### src/rtl/dcu_pkg.sv
// Shared DCU definitions: sequencer state encoding, header field layout,
// block mode constants and error codes.
package dcu_pkg;

    // Sequencer states, 3-bit encoding kept stable for legacy tooling
    localparam logic [2:0] ST_IDLE    = 3'd0;
    localparam logic [2:0] ST_HDR     = 3'd1;
    localparam logic [2:0] ST_CL_RUN  = 3'd2;
    localparam logic [2:0] ST_DEC_RUN = 3'd3;
    localparam logic [2:0] ST_DONE    = 3'd4;
    localparam logic [2:0] ST_ERR     = 3'd5;

    // Header nibble layout; bit 2 is reserved and ignored
    localparam int unsigned HDR_FINAL_BIT = 3;
    localparam int unsigned HDR_MODE_MSB  = 1;
    localparam int unsigned HDR_MODE_LSB  = 0;

    // Block modes (2 and 3 are illegal)
    localparam logic [1:0] MODE_DYN   = 2'd0;
    localparam logic [1:0] MODE_REUSE = 2'd1;

    // err_code values
    localparam logic [1:0] ERR_NONE    = 2'd0;
    localparam logic [1:0] ERR_MODE    = 2'd1;
    localparam logic [1:0] ERR_REUSE   = 2'd2;
    localparam logic [1:0] ERR_TIMEOUT = 2'd3;

    // Extract the mode field from a header nibble
    function automatic logic [1:0] hdr_mode(input logic [3:0] nib);
        return nib[HDR_MODE_MSB:HDR_MODE_LSB];
    endfunction

    // Extract the final-block flag from a header nibble
    function automatic logic hdr_final(input logic [3:0] nib);
        return nib[HDR_FINAL_BIT];
    endfunction

    // States in which a stream is in progress
    function automatic logic is_busy_state(input logic [2:0] st);
        return (st == ST_HDR) || (st == ST_CL_RUN) || (st == ST_DEC_RUN);
    endfunction

    // States in which a consumer owns the FIFO and the watchdog is armed
    function automatic logic is_run_state(input logic [2:0] st);
        return (st == ST_CL_RUN) || (st == ST_DEC_RUN);
    endfunction

endpackage

### src/rtl/dcu_watchdog.sv
// Stall watchdog: counts enabled cycles since the last clear and flags the
// cycle in which the TIMEOUT-th consecutive stall cycle occurs.
module dcu_watchdog #(
    parameter int unsigned TIMEOUT = 1023
) (
    input  logic clk,
    input  logic rst_n,
    input  logic clr,
    input  logic enb,
    output logic expired
);

    localparam int unsigned    CW   = $clog2(TIMEOUT);
    localparam logic [CW-1:0]  LAST = CW'(TIMEOUT - 1);

    logic [CW-1:0] cnt;

    // Stall counter; clear has priority over counting
    always_ff @(posedge clk or negedge rst_n) begin
        if (!rst_n) begin
            cnt <= '0;
        end else if (clr) begin
            cnt <= '0;
        end else if (enb) begin
            cnt <= (cnt == LAST) ? '0 : cnt + CW'(1);
        end
    end

    // Expiry fires on the stall cycle that would bring the count to TIMEOUT
    always_comb begin
        expired = enb && !clr && (cnt == LAST);
    end

endmodule

### src/rtl/dcu_seq.sv
// DCU block sequencer: owns the input FIFO read port, pops block headers and
// hands the FIFO alternately to the code-length extractor and the decoder.
module dcu_seq
    import dcu_pkg::*;
#(
    parameter int unsigned TIMEOUT = 1023,
    parameter int unsigned BLKW    = 8
) (
    input  logic            clk,
    input  logic            rst_n,
    input  logic            start,
    input  logic            rempty,
    input  logic [3:0]      rdata,
    output logic            fifo_rinc,
    output logic            cl_rst_n,
    output logic            cl_enb,
    output logic            cl_rempty,
    input  logic            cl_rinc,
    input  logic            cl_fin,
    output logic            tree_load,
    output logic            dec_enb,
    output logic            dec_rempty,
    input  logic            dec_rinc,
    input  logic            dec_eob,
    output logic            busy,
    output logic            done,
    output logic            err,
    output logic [1:0]      err_code,
    output logic [BLKW-1:0] blk_cnt
);

    logic [2:0] state;
    logic [2:0] state_nxt;
    logic [1:0] err_code_nxt;
    logic       final_r;
    logic       trees_valid;

    logic       run_cl;
    logic       run_dec;
    logic       hdr_pop;
    logic       start_acc;
    logic       cl_done;
    logic       dec_done;

    logic       wd_clr;
    logic       wd_enb;
    logic       wd_expired;

    // FIFO ownership and consumer gating, decoded purely from state
    always_comb begin
        run_cl     = (state == ST_CL_RUN);
        run_dec    = (state == ST_DEC_RUN);
        hdr_pop    = (state == ST_HDR) && !rempty;
        start_acc  = start && !is_busy_state(state);
        cl_done    = run_cl && cl_fin;
        dec_done   = run_dec && dec_eob;

        cl_enb     = run_cl;
        dec_enb    = run_dec;
        cl_rempty  = run_cl  ? rempty : 1'b1;
        dec_rempty = run_dec ? rempty : 1'b1;

        // Pops are additionally gated by rempty so a misbehaving consumer
        // can never underflow the FIFO
        fifo_rinc  = !rempty && ((state == ST_HDR)
                              || (run_cl  && cl_rinc)
                              || (run_dec && dec_rinc));
    end

    // Watchdog only sees stalls while a consumer has data it is not taking.
    // Clearing outside run states makes every state change restart the
    // count without feeding next-state back into the watchdog.
    always_comb begin
        wd_enb = is_run_state(state) && !rempty && !fifo_rinc;
        wd_clr = !is_run_state(state) || fifo_rinc || cl_done || dec_done;
    end

    dcu_watchdog #(
        .TIMEOUT (TIMEOUT)
    ) u_watchdog (
        .clk     (clk),
        .rst_n   (rst_n),
        .clr     (wd_clr),
        .enb     (wd_enb),
        .expired (wd_expired)
    );

    // Next-state and error-code decode; completion events beat a timeout
    always_comb begin
        state_nxt    = state;
        err_code_nxt = err_code;
        case (state)
            ST_IDLE, ST_DONE, ST_ERR: begin
                if (start) begin
                    state_nxt    = ST_HDR;
                    err_code_nxt = ERR_NONE;
                end
            end
            ST_HDR: begin
                if (!rempty) begin
                    case (hdr_mode(rdata))
                        MODE_DYN: begin
                            state_nxt = ST_CL_RUN;
                        end
                        MODE_REUSE: begin
                            if (trees_valid) begin
                                state_nxt = ST_DEC_RUN;
                            end else begin
                                state_nxt    = ST_ERR;
                                err_code_nxt = ERR_REUSE;
                            end
                        end
                        default: begin
                            state_nxt    = ST_ERR;
                            err_code_nxt = ERR_MODE;
                        end
                    endcase
                end
            end
            ST_CL_RUN: begin
                if (cl_fin) begin
                    state_nxt = ST_DEC_RUN;
                end else if (wd_expired) begin
                    state_nxt    = ST_ERR;
                    err_code_nxt = ERR_TIMEOUT;
                end
            end
            ST_DEC_RUN: begin
                if (dec_eob) begin
                    state_nxt = final_r ? ST_DONE : ST_HDR;
                end else if (wd_expired) begin
                    state_nxt    = ST_ERR;
                    err_code_nxt = ERR_TIMEOUT;
                end
            end
            default: begin
                state_nxt = ST_IDLE;
            end
        endcase
    end

    // State register and registered status/control outputs derived from the
    // next state so they line up with the state they describe
    always_ff @(posedge clk or negedge rst_n) begin
        if (!rst_n) begin
            state     <= ST_IDLE;
            busy      <= 1'b0;
            done      <= 1'b0;
            err       <= 1'b0;
            err_code  <= ERR_NONE;
            cl_rst_n  <= 1'b0;
            tree_load <= 1'b0;
        end else begin
            state     <= state_nxt;
            busy      <= is_busy_state(state_nxt);
            done      <= (state_nxt == ST_DONE);
            err       <= (state_nxt == ST_ERR);
            err_code  <= err_code_nxt;
            cl_rst_n  <= (state_nxt == ST_CL_RUN);
            tree_load <= cl_done;
        end
    end

    // Per-block header flag and per-stream tree validity
    always_ff @(posedge clk or negedge rst_n) begin
        if (!rst_n) begin
            final_r     <= 1'b0;
            trees_valid <= 1'b0;
        end else begin
            if (hdr_pop) begin
                final_r <= hdr_final(rdata);
            end
            if (start_acc) begin
                trees_valid <= 1'b0;
            end else if (cl_done) begin
                trees_valid <= 1'b1;
            end
        end
    end

    // Saturating count of completed blocks in the current stream
    always_ff @(posedge clk or negedge rst_n) begin
        if (!rst_n) begin
            blk_cnt <= '0;
        end else if (start_acc) begin
            blk_cnt <= '0;
        end else if (dec_done && (blk_cnt != '1)) begin
            blk_cnt <= blk_cnt + BLKW'(1);
        end
    end

endmodule

### config.mk
export PLATFORM = sky130hd
export DESIGN_NAME = dcu_seq
export DESIGN_NICKNAME = d
export VERILOG_FILES = /design/src/rtl/dcu_pkg.sv /design/src/rtl/dcu_watchdog.sv /design/src/rtl/dcu_seq.sv
export SDC_FILE = /design/constraint.sdc
export NUM_CORES = 1
export LEC_CHECK = 0
export ABC_AREA = 1
export BUFFER_PORTS_ARGS = -buffer_cell sky130_fd_sc_hd__buf_2
export CAP_MARGIN = 10
export CORE_UTILIZATION = 58
export DETAILED_ROUTE_END_ITERATION = 8
export PLACE_DENSITY = 0.83
export SYNTH_ARGS = -nofsm -noshare
export SYNTH_HDL_FRONTEND = slang
export SYNTH_SLANG_ARGS = --single-unit
export TNS_END_PERCENT = 1
### constraint.sdc
create_clock -name clk -period 4.5 [get_ports clk]
set_clock_uncertainty 0.15 [all_clocks]
set_input_delay 0.225 -clock clk [delete_from_list [all_inputs] [get_ports clk]]
set_output_delay 0.225 -clock clk [all_outputs]
set_load 0.01 [all_outputs]
After elaboration in Yosys (flattened, before gate mapping)
Index checks and enable logic that the tools add are counted.
W data, S select, Z words.
{"block": "op_classes", "eq_ne": 19, "n_addsub": 2, "n_mux": 26, "n_reduce_logical": 35}
{"cell": "$mux W10", "n": 3}
{"cell": "$mux W3", "n": 7}
{"cell": "$mux W8", "n": 2}
{"cell": "$eq A3 B2 Y1 const B", "n": 4}
{"cell": "$eq A3 B3 Y1 const B", "n": 4}
{"cell": "$logic_and A1 B1 Y1", "n": 12}
{"cell": "$mux W2", "n": 6}
{"cell": "$pmux W3 S4", "n": 1}
{"cell": "$add A10 B1 Y10 const B", "n": 1}
{"cell": "$eq A10 B10 Y1 const B", "n": 1}
{"cell": "$logic_or A1 B1 Y1", "n": 10}
{"cell": "$ne A2 B2 Y1 const B", "n": 5}
{"cell": "$add A8 B1 Y8 const B", "n": 1}
{"cell": "$ne A8 B8 Y1 const B", "n": 1}
{"cell": "$pmux W2 S4", "n": 1}
{"cell": "$reduce_and A7 Y1", "n": 1}
{"cell": "$eq A3 B1 Y1 const B", "n": 2}
{"cell": "$pmux W3 S2", "n": 1}
{"cell": "$reduce_bool A2 Y1", "n": 3}
{"cell": "$logic_not A1 Y1", "n": 5}
{"cell": "$mux W1", "n": 4}
{"cell": "$pmux W2 S2", "n": 1}
{"cell": "$reduce_bool A4 Y1", "n": 1}
{"cell": "$logic_not A3 Y1", "n": 1}
{"cell": "other kinds (4)", "n": 4}
{"block": "totals", "output_inout_bits": 20, "inputBits": 12, "word_cells": 93, "regBits": 30}

Logic depth before layout (Yosys ltp)
{"block": "logic_depth", "ltp_word": 17, "depth_mapped": 12}

Modules after synthesis
From an unflattened synthesis, not the netlist that was laid out.
{"block": "unflattened", "hier_cells": 250, "hier_area_um2": 1826.8}
{"module": "dcu_seq", "instances": 1, "area_per_inst_um2": 1232.4, "cells_each": 174, "seq_area_each_um2": 500.5}
{"module": "dcu_watchdog", "instances": 1, "area_per_inst_um2": 594.3, "cells_each": 76, "seq_area_each_um2": 250.2}

Worst setup path after synthesis
OpenSTA, ideal clock, no wires.
{"block": "synth_path", "path_type": "register to register", "startpoint": "register state[2]", "endpoint": "register u_watchdog.cnt[0]", "t_required_ns": 4.226, "path_slack_ns": 2.794, "path_stages_with_launch": 11, "arrival_ns": 1.432, "period_less_slack_ns": 1.706, "path_buffers": 0, "path_cell_list": "dfrtp_1 > nor2_2 > nand2_1 > nor2_2 > nor2_8 > inv_2 > nor2_2 > nand3_2 > inv_2 > nor2_1 > a21oi_2"}
{"block": "synth_via", "word_cells_on_any_way": 20, "cone_classes": "3 x eq/ne; 1 x mux; 16 x reduce/logical"}
{"item": "start, declared", "line_no": "dcu_seq.sv:32", "source": "logic [2:0] state;"}
{"item": "start signal, assigned", "line_no": "dcu_seq.sv:154", "source": "state <= state_nxt;"}
{"item": "$eq A3 B2 Y1 *", "line_no": "dcu_seq.sv:52", "source": "run_dec = (state == ST_DEC_RUN);"}
{"item": "net dec_enb", "line_no": "dcu_seq.sv:21", "source": "output logic dec_enb,"}
{"item": "$logic_and A1 B1 Y1 *", "line_no": "dcu_seq.sv:67", "source": "|| (run_dec && dec_rinc));"}
{"item": "$logic_or A1 B1 Y1 *", "line_no": "dcu_seq.sv:67"}
{"item": "$logic_and A1 B1 Y1 *", "line_no": "dcu_seq.sv:65", "source": "fifo_rinc = !rempty && ((state == ST_HDR)"}
{"item": "net fifo_rinc", "line_no": "dcu_seq.sv:14", "source": "output logic fifo_rinc,"}
{"item": "$logic_or A1 B1 Y1 (3 in a row)", "line_no": "dcu_seq.sv:75", "source": "wd_clr = !is_run_state(state) || fifo_rinc || cl_done || dec_done;"}
{"item": "$mux W10 / $reduce_bool A2 Y1 (equally long branches)"}
{"item": "end signal, assigned", "line_no": "dcu_watchdog.sv:25", "source": "cnt <= (cnt == LAST) ? '0 : cnt + CW'(1);"}
{"item": "end, declared", "line_no": "dcu_watchdog.sv:16", "source": "logic [CW-1:0] cnt;"}
The timed path passes the listed nets; every way through them passes the cells marked *.
A chain may end at the register's enable or synchronous reset.

Worst setup path after layout
{"block": "layout_path", "startpoint": "register state[0]", "endpoint": "output port fifo_rinc"}
{"block": "layout_via", "elab_chain_cells": 5, "word_cells_on_any_way": 8, "cone_classes": "3 x eq/ne; 5 x reduce/logical"}
{"item": "$eq A3 B2 Y1", "line_no": "dcu_seq.sv:51", "source": "run_cl = (state == ST_CL_RUN);"}
{"item": "$logic_and A1 B1 Y1", "line_no": "dcu_seq.sv:66", "source": "|| (run_cl && cl_rinc)"}
{"item": "$logic_or A1 B1 Y1", "line_no": "dcu_seq.sv:66"}
{"item": "$logic_or A1 B1 Y1 *", "line_no": "dcu_seq.sv:67"}
{"item": "$logic_and A1 B1 Y1 *", "line_no": "dcu_seq.sv:65"}
{"item": "end, declared", "line_no": "dcu_seq.sv:14"}
Mark *: on every way between the ends. The rest lies on a longest branch, timed or not.

==> out/metrics.cfg <==
[die]
die_area_sq_mm=0.00309
dieHeight_um=55.6
core_area_sq_mm=0.00273
boundaryPins=32
die_w_um=55.6
num_rows=19
start_util_pct=60.9

[setup_path]
r2r-end=blk_cnt[7]
rr_worst_depth=10
path_class=flop to primary output
cp-start-kind=flop
crit_required_ps=4120
path_max_fanout=5
reg2reg_from=state[2]
cp-end-kind=primary output
reg2reg_slack_ps=2670
arrival_ps=1590

[hold_path]
worstHoldPathCells=4
min_from=dec_eob
holdCritPathClass=primary input to flop
min_to=state[1]

[detailed_routing]
dr.first_iter.drc_count=58
wire_per_inst_um=11.5
routed_wl_um=3090
drc=0
via_count=1365
viasPerCell=5.07
ant_nets=0
dr.pass1.iters=4

[cells_and_area]
drive_above_1_share_pct=29.0
postLayoutCoreUtil_pct=71.9
nNetsFinal=253
design_area_sq_mm=0.00197
syn2layout_area_growth_pct=18.0
antennaDiodeCount=0

[clock_tree]
cts-buffers-inserted=5
insertion_delay_ps=320
cts_sinks=30
cts_tree=done
clockRootBuffer=clkbuf_4
htreeDepth=2
clock_path_buffers=2
cts.clk_slew.worst_paths_ps=80

[grt]
grt_pass1_wl_um=5410
grt_start_max_net_pins=31
first_global_vias=1304
antenna_found_initial=0
grt-ovfl-total=0
grt_use_total_pct=22.5

[timing]
hold_viol=0
setup-tns-final_ps=0
slew_viol_final=0
period_minus_slack_ps=1970
setup_viol=0
fin_crit_sh_pct=43.7
fmax_mhz=508
max_slew_margin_pct=57.7
holdWs_ps=119
worst_slew_pin_slew_ps=634
rsz0062_at_grt=false

[power]
p_per_area_mw_per_mm2=484
pwr-share-seq_pct=38.1
clock_power_share_pct=22.6
vdd_drop_max_mv=0.542
combPwrFrac_pct=39.2
power_switching_uw=371
switching_share_pct=39.0
p_leak_uw=0.00101
intPower_uw=580

[synthesis]
syn_inst=198
synth_largest_area_cell=dfrtp_1
yosys.cell_types.count=28
avgSynthCellArea_sq_um=8.41
synth-seq-cells=30
synthTopCellsByArea=dfrtp_1 45%, nand2_1 8.6%, nor2_1 5.0%
syn_nets=213
synth-main-ff-cell=dfrtp_1
yosysWarnings=0
synth_common_cells=38 x nand2_1, 30 x dfrtp_1, 22 x nor2_1
synth.most_common_cell=nand2_1
synth.yosys.seq_area_share_pct=45.1
synth-edff-count=0
synth_top_area_share_pct=45.1
async_flop_share_pct=100
netlist_area_sq_mm=0.00167

[outcome]
status=finished, final reports clean

[placed_design]
place_area_sq_mm=0.00185
gp_congestion=0.884
hpwl_um=2310
io_buffers=30

[run]
maxCapViolCount=0

## power by group through the flow
stage / combinational [uW] / clock [uW] / sequential, uW
6_report: 373 / 215 / 363
4_1_cts: 378 / 225 / 362
3_5_place_dp: 371 / 0 / 366
5_1_grt: 425 / 233 / 369
2_1_floorplan: 261 / 0 / 375
3_3_place_gp: 365 / 0 / 367
## what timing repair did
item	4_1_cts	5_1_grt
buffers inserted	0	0
hold endpoints to repair	32	0
endpoints found under the setup margin	0	0
resized for setup	0	0
hold buffers	3	0
## final cells by class
type                    instances  area [sq um]
clock inverters                 1          30.0
multi-input cells             139           806
repair buffers                 33           180
inverters                      29           109
fillers                       216           768
clock buffers                   6          51.3
flip-flops and latches         30           751
well taps                      31          38.8
## state kept, by name (all words and copies together), names as in the netlist
register	cells
busy	1
done	1
err_code	2
trees_valid	1
cl_rst_n	1
tree_load	1
blk_cnt	8
final_r	1
u_watchdog.cnt	10
err	1
state	3
## stage by stage
stage | std cells | worst slack, ps | power, uW
4_1_cts | 269 | 2520 | 964
3_3_place_gp | 259 | 2700 | 732
2_1_floorplan | 198 | 2790 | 637
6_report | 269 | 2530 | 951
5_1_grt | 269 | 2430 | 1030
3_5_place_dp | 259 | 2670 | 737
## worst max path at each step
| stage | startpoint | to | slack [ps] | depth (start not counted) |
|---|---|---|---|---|
| after floorplan | state[2] | u_watchdog.cnt[0] | 2790 | 10 |
| after global placement | state[2] | blk_cnt[7] | 2700 | 10 |
| after detailed placement | state[2] | blk_cnt[7] | 2670 | 10 |
| after CTS | state[0] | fifo_rinc | 2520 | 7 |
| after global routing | state[0] | fifo_rinc | 2430 | 7 |
| final | state[0] | fifo_rinc | 2530 | 7 |
## metal layers
| layer | part of all wire [%] | vias to the layer above | GRT usage [%] |
|---|---|---|---|
| li1 | - | 715 | - |
| met1 | 45 | 629 | 28.7 |
| met2 | 51 | 19 | 36.8 |
| met3 | 2.8 | 2 | 5.35 |
| met4 | 0.71 | 0 | 9.64 |
| met5 | 0 | - | 0 |
## logic make-up after synthesis
group / after synthesis / share of synthesized area [%]
flops: 30 / 45.1
simple gates: 95 / 30.4
fa+ha+maj: 3 / 2.25
xor+xnor: 9 / 4.73
buf+inv: 29 / 6.54
compound gates: 32 / 11.0
## critical path, stage by stage (launching register included)
cell and delay (ps):
dfrtp_1 430, inv_1 110, nor2_2 200, nand3_2 150, nand2_2 160, nor2_8 50
inv_2 70, buf_2 120
## cells in the final DEF (no fill, tap or decap), types with 2 or more instances in the layout
| cell | count |
|---|---|
| nor3_1 | 4 |
| dlygate4sd3_1 | 3 |
| a21oi_1 | 10 |
| nor2_4 | 6 |
| nand3_1 | 7 |
| nand4_1 | 2 |
| ha_1 | 3 |
| buf_2 | 30 |
| clkbuf_4 | 5 |
| o21ai_1 | 11 |
| dfrtp_1 | 30 |
| o22ai_1 | 3 |
| xnor2_1 | 2 |
| nand2_2 | 5 |
| nand3_2 | 3 |
| nand2_1 | 38 |
| nor2_2 | 5 |
| nor2_1 | 22 |
| inv_2 | 8 |
| inv_1 | 21 |
| o211ai_1 | 2 |
| xor2_1 | 7 |
Note: power is estimated with default switching activity, not from simulation.
